## config.mk

```make
export PLATFORM = sky130hd
export DESIGN_NAME = switch_input_unit
export DESIGN_NICKNAME = d
export VERILOG_FILES = /design/src/rtl/switch_input_unit_pkg.sv /design/src/rtl/switch_input_unit_key_debounce.sv /design/src/rtl/switch_input_unit.sv
export SDC_FILE = /design/constraint.sdc
export NUM_CORES = 1
export LEC_CHECK = 0
export CAP_MARGIN = 20
export CORE_MARGIN = 2
export CORE_UTILIZATION = 51
export DETAILED_ROUTE_END_ITERATION = 7
export PLACE_DENSITY = 0.8
export SLEW_MARGIN = 15
export SYNTH_ARGS = -nofsm -noshare
export SYNTH_HDL_FRONTEND = slang
export SYNTH_SLANG_ARGS = --single-unit
```

## constraint.sdc

```tcl
create_clock -name clock -period 2 [get_ports clock]
set_input_delay 0.4 -clock clock [delete_from_list [all_inputs] [get_ports clock]]
set_output_delay 0.4 -clock clock [all_outputs]
set_load 0.01 [all_outputs]
```

## src/rtl/switch_input_unit_pkg.sv

```systemverilog
// Shared definitions for the IN-instruction switch input unit: FSM encoding and defaults.
// Latency: n/a (package only).
// Backpressure: n/a (package only).
package switch_input_unit_pkg;

  // A 500000-sample stable window is 10 ms at 50 MHz, long enough to ride out contact bounce.
  localparam int SIU_DEBOUNCE_CYCLES = 500000;

  // Default slide-switch bus width and the register-file write width it is zero-extended to.
  localparam int SIU_DATA_W = 15;
  localparam int SIU_REG_W  = 32;

  // Handshake with the user: wait for a press, then a release, then retire the IN instruction.
  typedef enum logic [1:0] {
    IDLE         = 2'd0,
    WAIT_PRESS   = 2'd1,
    WAIT_RELEASE = 2'd2,
    DONE         = 2'd3
  } siu_state_t;

  // The LED is lit whenever the unit is blocked on the user.
  function automatic logic siu_is_waiting(input siu_state_t st);
    return (st == WAIT_PRESS) || (st == WAIT_RELEASE);
  endfunction

endpackage

```

## src/rtl/switch_input_unit_key_debounce.sv

```systemverilog
// Synchronizes the raw push-button and filters bounce; emits one-cycle press/release pulses.
// Latency: 2 sync cycles + DEBOUNCE_CYCLES stable samples, pulse registered with the level update.
// Backpressure: none; pulses are fire-and-forget and must be consumed the cycle they appear.
module key_debounce
  import switch_input_unit_pkg::*;
#(
  parameter int DEBOUNCE_CYCLES = SIU_DEBOUNCE_CYCLES
) (
  input  logic clock,
  input  logic reset,
  input  logic key_n,
  output logic level,
  output logic press_pulse,
  output logic release_pulse
);

  localparam int CNT_W = $clog2(DEBOUNCE_CYCLES + 1);
  localparam logic [CNT_W-1:0] CNT_LAST = CNT_W'(DEBOUNCE_CYCLES - 1);

  logic             key_meta;
  logic             key_sync;
  logic [CNT_W-1:0] cnt_q;
  logic             level_q;
  logic             press_q;
  logic             release_q;
  logic             differ;
  logic             accept;

  // Two-flop synchronizer; resets to the released level so reset exit looks like an idle key.
  always_ff @(posedge clock or negedge reset) begin
    if (!reset) begin
      key_meta <= 1'b1;
      key_sync <= 1'b1;
    end else begin
      key_meta <= key_n;
      key_sync <= key_meta;
    end
  end

  assign differ = (key_sync != level_q);
  assign accept = differ && (cnt_q == CNT_LAST);

  // Count consecutive disagreeing samples; any agreeing sample restarts the window.
  always_ff @(posedge clock or negedge reset) begin
    if (!reset) begin
      cnt_q <= '0;
    end else if (!differ || accept) begin
      cnt_q <= '0;
    end else begin
      cnt_q <= cnt_q + CNT_W'(1);
    end
  end

  // Adopt the synchronized level once it has been stable long enough, flagging the edge direction.
  always_ff @(posedge clock or negedge reset) begin
    if (!reset) begin
      level_q   <= 1'b1;
      press_q   <= 1'b0;
      release_q <= 1'b0;
    end else begin
      press_q   <= accept && !key_sync;
      release_q <= accept &&  key_sync;
      if (accept) begin
        level_q <= key_sync;
      end
    end
  end

  assign level         = level_q;
  assign press_pulse   = press_q;
  assign release_pulse = release_q;

endmodule

```

## src/rtl/switch_input_unit.sv

```systemverilog
// Stalls an IN instruction until the user presses and releases the confirm key, then writes the switches.
// Latency: in_valid one cycle after the debounced release; in_data updated one cycle after the debounced press.
// Backpressure: drives stall to the core while in_req is high and the transfer is not yet in DONE.
module switch_input_unit
  import switch_input_unit_pkg::*;
#(
  parameter int DEBOUNCE_CYCLES = SIU_DEBOUNCE_CYCLES,
  parameter int DATA_W          = SIU_DATA_W
) (
  input  logic              clock,
  input  logic              reset,
  input  logic              key_n,
  input  logic [DATA_W-1:0] switches,
  input  logic              in_req,
  output logic [31:0]       in_data,
  output logic              in_valid,
  output logic              stall,
  output logic              waiting
);

  siu_state_t           state_q;
  siu_state_t           state_d;
  logic [DATA_W-1:0]    sw_meta;
  logic [DATA_W-1:0]    sw_sync;
  logic [SIU_REG_W-1:0] in_data_q;
  logic [SIU_REG_W-1:0] capture_val;
  logic                 capture;
  logic                 key_level;
  logic                 key_press;
  logic                 key_release;

  key_debounce #(
    .DEBOUNCE_CYCLES(DEBOUNCE_CYCLES)
  ) u_key_debounce (
    .clock         (clock),
    .reset         (reset),
    .key_n         (key_n),
    .level         (key_level),
    .press_pulse   (key_press),
    .release_pulse (key_release)
  );

  // Two-flop synchronizer for the slide switches; individual bits may skew but settle long before a press is accepted.
  always_ff @(posedge clock or negedge reset) begin
    if (!reset) begin
      sw_meta <= '0;
      sw_sync <= '0;
    end else begin
      sw_meta <= switches;
      sw_sync <= sw_meta;
    end
  end

  // Zero-extend the synchronized switch value to register width.
  always_comb begin
    capture_val             = '0;
    capture_val[DATA_W-1:0] = sw_sync;
  end

  // State register.
  always_ff @(posedge clock or negedge reset) begin
    if (!reset) begin
      state_q <= IDLE;
    end else begin
      state_q <= state_d;
    end
  end

  // Next-state logic; dropping in_req while waiting abandons the transfer without a write.
  always_comb begin
    state_d = state_q;
    capture = 1'b0;
    case (state_q)
      IDLE: begin
        if (in_req) begin
          state_d = WAIT_PRESS;
        end
      end
      WAIT_PRESS: begin
        // A key already held on entry has no fresh press edge, so it needs a release first.
        if (!in_req) begin
          state_d = IDLE;
        end else if (key_press) begin
          capture = 1'b1;
          state_d = WAIT_RELEASE;
        end
      end
      WAIT_RELEASE: begin
        // Advance only once the filtered level itself reads released.
        if (!in_req) begin
          state_d = IDLE;
        end else if (key_release && key_level) begin
          state_d = DONE;
        end
      end
      DONE: begin
        state_d = IDLE;
      end
      default: begin
        state_d = IDLE;
      end
    endcase
  end

  // Hold the last captured value until the next accepted press.
  always_ff @(posedge clock or negedge reset) begin
    if (!reset) begin
      in_data_q <= '0;
    end else if (capture) begin
      in_data_q <= capture_val;
    end
  end

  assign in_data  = in_data_q;
  assign in_valid = (state_q == DONE);
  assign waiting  = siu_is_waiting(state_q);
  // Releasing the stall in DONE lets the PC advance in the same cycle the register write lands.
  assign stall    = reset && in_req && (state_q != DONE);

endmodule
```

; After elaboration in Yosys (flattened, before gate mapping)
; Index checks and enable logic that the tools add are counted.
; Widths: inputs -> output; s select.
[word_totals]
ff_bits = 71
latch_bits = 0
ram_bits = 0
mem_bits_ro = 0
inputBits = 19
output_inout_bits = 35
memories = 0
[op_classes]
n_addsub = 1
n_mul = 0
n_div = 0
order_cmp = 0
n_eq_ne = 9
shift = 0
muxes = 10
n_bitwise = 0
n_reduce_logical = 12
[op_table]
columns = op, count
row1 = $add 19x1->19 const B, 1
row2 = $eq 19x19->1 const B, 1
row3 = $mux 19, 1
row4 = $mux 2, 5
row5 = $pmux 2 s4, 1
row6 = $logic_and 1x1->1, 6
row7 = $eq 2x2->1 const B, 2
row8 = $ne 2x2->1 const B, 2
row9 = $mux 1, 3
row10 = $ne 3x2->1 const B, 1
row11 = $ne 3x3->1 const B, 1
row12 = $reduce_and 3->1, 1
row13 = $eq 2x1->1 const B, 1
row14 = $logic_not 1->1, 2
row15 = $logic_not 2->1, 1
row16 = $logic_or 1x1->1, 2
row17 = $ne 1x1->1, 1

; Logic depth before layout (Yosys ltp)
[logic_depth]
depth_word = 4
ltp_mapped = 6

; Hierarchy
; A second synthesis with hierarchy kept.
[unflattened]
hier_cells = 209
hier_area_um2 = 2857.7
[by_module_without_submodules]
columns = module, n_inst, cells_per_inst, area_per_inst_um2, seq_area_each_um2
row1 = switch_input_unit, 1, 102, 1697.9, 1176.1
row2 = key_debounce, 1, 107, 1159.9, 604.3

; Worst setup path before layout
; OpenSTA, ideal clock, no wires.
[synth_timing]
path_kind = reg-to-reg
from = register u_key_debounce.cnt_q[0]
to = register u_key_debounce.level_q, in the netlist u_key_debounce.level
setup_time_ps = 82
arrival_time_ps = 1521
path_slack_ps = 397
path_stages_with_launch = 6
period_less_slack_ps = 1603
path_cell_list = dfrtp_1 -> ha_1 -> and4_1 -> nand4_2 -> or2_4 -> mux2_4
[synth_between]
elab_chain_len = 2
[synth_rtl]
columns = item, line
row1 = start: declaration, switch_input_unit_key_debounce.sv:22  ; logic [CNT_W-1:0] cnt_q;
row2 = start signal: assignment, switch_input_unit_key_debounce.sv:50  ; cnt_q <= cnt_q + CNT_W'(1);
row3 = $eq 19x19->1, switch_input_unit_key_debounce.sv:41  ; assign accept = differ && (cnt_q == CNT_LAST);
row4 = $logic_and 1x1->1, switch_input_unit_key_debounce.sv:41
row5 = end signal: assignment, switch_input_unit_key_debounce.sv:64  ; level_q <= key_sync;
row6 = end: declaration, switch_input_unit_key_debounce.sv:23  ; logic level_q;
; Every way passes these cells.
; A chain may end at the register's enable or synchronous reset.

; Worst setup path in the final report
[layout_timing]
from = register state_q[1]
to = output in_valid
[layout_between]
elab_chain_len = 1
[layout_rtl]
columns = item, line
row1 = start: declaration, switch_input_unit.sv:21  ; siu_state_t state_q;
row2 = start signal: assignment, switch_input_unit.sv:65  ; state_q <= state_d;
row3 = $eq 2x2->1, switch_input_unit.sv:115  ; assign in_valid = (state_q == DONE);
row4 = end: declaration, switch_input_unit.sv:16  ; output logic in_valid,
; Every way passes these cells.

==> impl_metrics.tcl <==
set metrics [dict create \
    outcome "finished, final reports clean" \
    detail_route.wirelength_microns 4690 \
    critical_path_peak_fanout 3 \
    remaining_drc_errors 0 \
    post_synth_num_cell_types 34 \
    period_minus_slack_ps 1850 \
    p_leak_nw 1.57 \
    drive_gt1_share_pct 18.5 \
    ctsHoldBuffers 0 \
    fillCellCount 393 \
    maxCapViolations 0 \
    worstReg2RegEnd "u_key_debounce.level" \
    die_w_microns 78.1 \
    drtPass1Iterations 4 \
    htreeDepth 3 \
    nets 280 \
    vias 1673 \
    ys_seq_elements 71 \
    hpwlAfterDp_microns 3100 \
    grt_first_pass_wirelength_microns 7850 \
    dr.first_iter.drc_count 58 \
    port_buffers 36 \
    layout_common_cells "dfrtp_1, clkdlybuf4s50_1, nor2_1" \
    fin_worst_skew_ps 5.60 \
    synthesis.area_sq_um 2800 \
    cts-root-to-sink-buffers 2 \
    cts.repair.resized 2 \
    path_clk_slew_ps 70 \
    slowest_delay_ps 530 \
    worst-r2r-setup-slack_ps 170 \
    slew_viol_final 0 \
    timing.final.setup_violations 0 \
    initial_standard_cell_utilization_of_the_core_pct 53.8 \
    critPathLaunch "state_q[1]" \
    maxClockFrequency_mhz 539 \
    globalRoute.totalOverflow 0 \
    maximum_number_of_pins_on_one_net_before_global_route_repair 72 \
    reg2reg_from "u_key_debounce.cnt_q[0]" \
    die-area_sq_um 6100 \
    final_design_area_no_fill_sq_um 3420 \
    syn-instance-count 208 \
    synthesis.yosys.warnings 0 \
    die_height_microns 78.1 \
    ant_nets 0 \
    flow.area_growth_from_synthesis_pct 22.0 \
    placed_area_sq_um 3200 \
    cts_inserted_buffers 9 \
    routed_wire_length_per_instance_microns 14.3 \
    rows 26 \
    fp.coreArea_sq_um 5200 \
    p_per_area_nw_per_um2 893 \
    critical-path-slowest-cell "clkdlybuf4s50_1" \
    grt.total_usage_pct 17.3 \
    diodes 0 \
    number_of_antenna_violations_at_the_first_check_in_global_routing 0 \
    slew_headroom_pct 43.3 \
    category_of_the_critical_setup_timing_path "flip-flop to output port" \
    fin_setup_tns_ps 0 \
    multi_input_comb_area_sq_um 915 \
    tritoncts "yes" \
    final.setup.worst_slack_ps 146 \
    seqCellArea_sq_um 1780 \
    layout_commonest_cell "dfrtp_1" \
    synth.yosys.seq_area_share_pct 63.5 \
    avgViaCountPerCell 5.09 \
    gp_congestion 0.823 \
    timing_worst_slew_pin_value_ps 851 \
    endpoint_kind "output port" \
    clock-sinks 71 \
    holdCritPathClass "input port to asynchronous set/reset pin" \
    timing.critical_path.cells "ha_1, clkdlybuf4s50_1" \
    pre_cts_ws_ps 49.0 \
    grt_setup_unrepaired "false" \
    clkLatencyLatePin_ps 340 \
    syn-mean-instance-area_sq_um 13.5 \
    worst_r2r_path_depth 5 \
    cts.repair_timing.setup_buffer_count 0 \
    worst_ep_required_time_ps 1600 \
    root_buffer_cell "clkbuf_8" \
    finalCritPeriodShare_pct 92.7 \
    capturing_instance_or_port_of_the_critical_path "in_valid" \
    hold_violations 0 \
    max_vdd_drop_mv 0.657 \
    critical_path.startpoint_type "flip-flop" \
    boundaryPins 54 \
    via_count_of_the_first_global_routing_pass 1701 \
    crit_arrival_ps 1450 \
]
## how the worst min path moves through the flow
stage / startpoint / to / slack [ps] / cells after the start
after floorplan: reset / in_data[0] / 100 / 0
after global placement: sw_meta[4] / sw_sync[4] / 330 / 0
after detailed placement: sw_meta[2] / sw_sync[2] / 330 / 0
after CTS: reset / u_key_debounce.cnt_q[1] / 350 / 2
after global routing: sw_meta[8] / sw_sync[8] / 360 / 0
final: reset / u_key_debounce.cnt_q[6] / 320 / 2
## sequential cells by signal (all words and copies together), names as in the netlist
name	cells
u_key_debounce.cnt_q	19
sw_sync	15
in_data	15
u_key_debounce.level	1
u_key_debounce.press_pulse	1
u_key_debounce.key_meta	1
state_q	2
u_key_debounce.key_sync	1
sw_meta	15
u_key_debounce.release_pulse	1
## cell families (layout without fill, tap and decap cells)
family | count (synthesis) | after routing | synth area share [%]
flip-flops | 71 | 71 | 63.5
XOR/XNOR | 16 | 16 | 5.00
buffers and inverters | 26 | 61 | 5.98
AND/OR/NAND/NOR | 62 | 62 | 13.5
other | 1 | 17 | 0.134
adder cells (fa/ha/maj) | 6 | 6 | 2.68
multiplexers | 18 | 18 | 7.28
AO/OA/AOI/OAI | 8 | 8 | 1.92
## power by group
part	internal [mW]	switching, mW
clock	0.730	0.499
sequential	1.49	0.0353
combinational	0.133	0.161
total	2.36	0.696
## final cells by class
cell class                      count  area share (%)
Clock inverter                      5            2.38
Timing Repair Buffer               40            11.6
Sequential cell                    71            52.1
Multi-Input combinational cell    127            26.7
Tap cell                           70            2.56
Clock buffer                       10            4.02
Inverter                            6           0.659
## worst max-delay path: cells and delay by family, from the launching register on
kind / cells / cell delay [ps]
flip-flops: 1 / 390
adder cells (fa/ha/maj): 1 / 180
buffers and inverters: 1 / 530
## metal layers
metal  routed length [microns]  vias up  global-route usage (%)
li1                          -      771                       -
met1                      1880      843                    19.3
met2                      2460       50                    29.2
met3                       241        9                    6.21
met4                       112        0                    8.60
met5                         0        -                       0
## synthesized netlist by cell type
| master | instances | share of area (%) |
|---|---|---|
| nand3b_1 | 1 | 0.27 |
| conb_1 | 1 | 0.13 |
| nor4_4 | 2 | 1.5 |
| o221ai_1 | 1 | 0.31 |
| nor3b_1 | 2 | 0.54 |
| nor2b_1 | 1 | 0.22 |
| o211ai_1 | 1 | 0.27 |
| mux2_4 | 1 | 0.54 |
| nor4b_4 | 1 | 0.85 |
| o21ai_2 | 1 | 0.31 |
| a21oi_1 | 4 | 0.71 |
| nor2_1 | 20 | 2.7 |
| and3_2 | 1 | 0.27 |
| nor4_1 | 5 | 1.1 |
| ha_1 | 6 | 2.7 |
| nand2_1 | 6 | 0.80 |
| and3_1 | 2 | 0.45 |
| a31o_2 | 1 | 0.31 |
| or2_4 | 1 | 0.31 |
| xnor2_1 | 10 | 3.1 |
| inv_1 | 6 | 0.80 |
| dfrtp_1 | 68 | 61 |
| nand3_1 | 6 | 1.1 |
| mux2_2 | 15 | 6.0 |
| nand4_2 | 1 | 0.45 |
| mux2i_1 | 2 | 0.71 |
| buf_4 | 18 | 4.8 |
| xor2_1 | 6 | 1.9 |
| nor3_1 | 4 | 0.71 |
| and4_1 | 1 | 0.31 |
| dfstp_2 | 3 | 2.8 |
| buf_2 | 2 | 0.36 |
| and4_2 | 1 | 0.36 |
| nand4_1 | 7 | 1.6 |
## through the flow
stage / hold slack (ps) / total power, mW / cells / util, %
global route: 359 / 3.21 / 329 / 65.7
detailed placement: 335 / 1.87 / 314 / 61.5
floorplan: 104 / 1.74 / 224 / -
finish: 324 / 3.05 / 329 / 65.7
global placement: 331 / 1.86 / 314 / 61.5
CTS: 351 / 3.09 / 329 / 65.7
No activity file was read; power rests on OpenSTA's default activity.
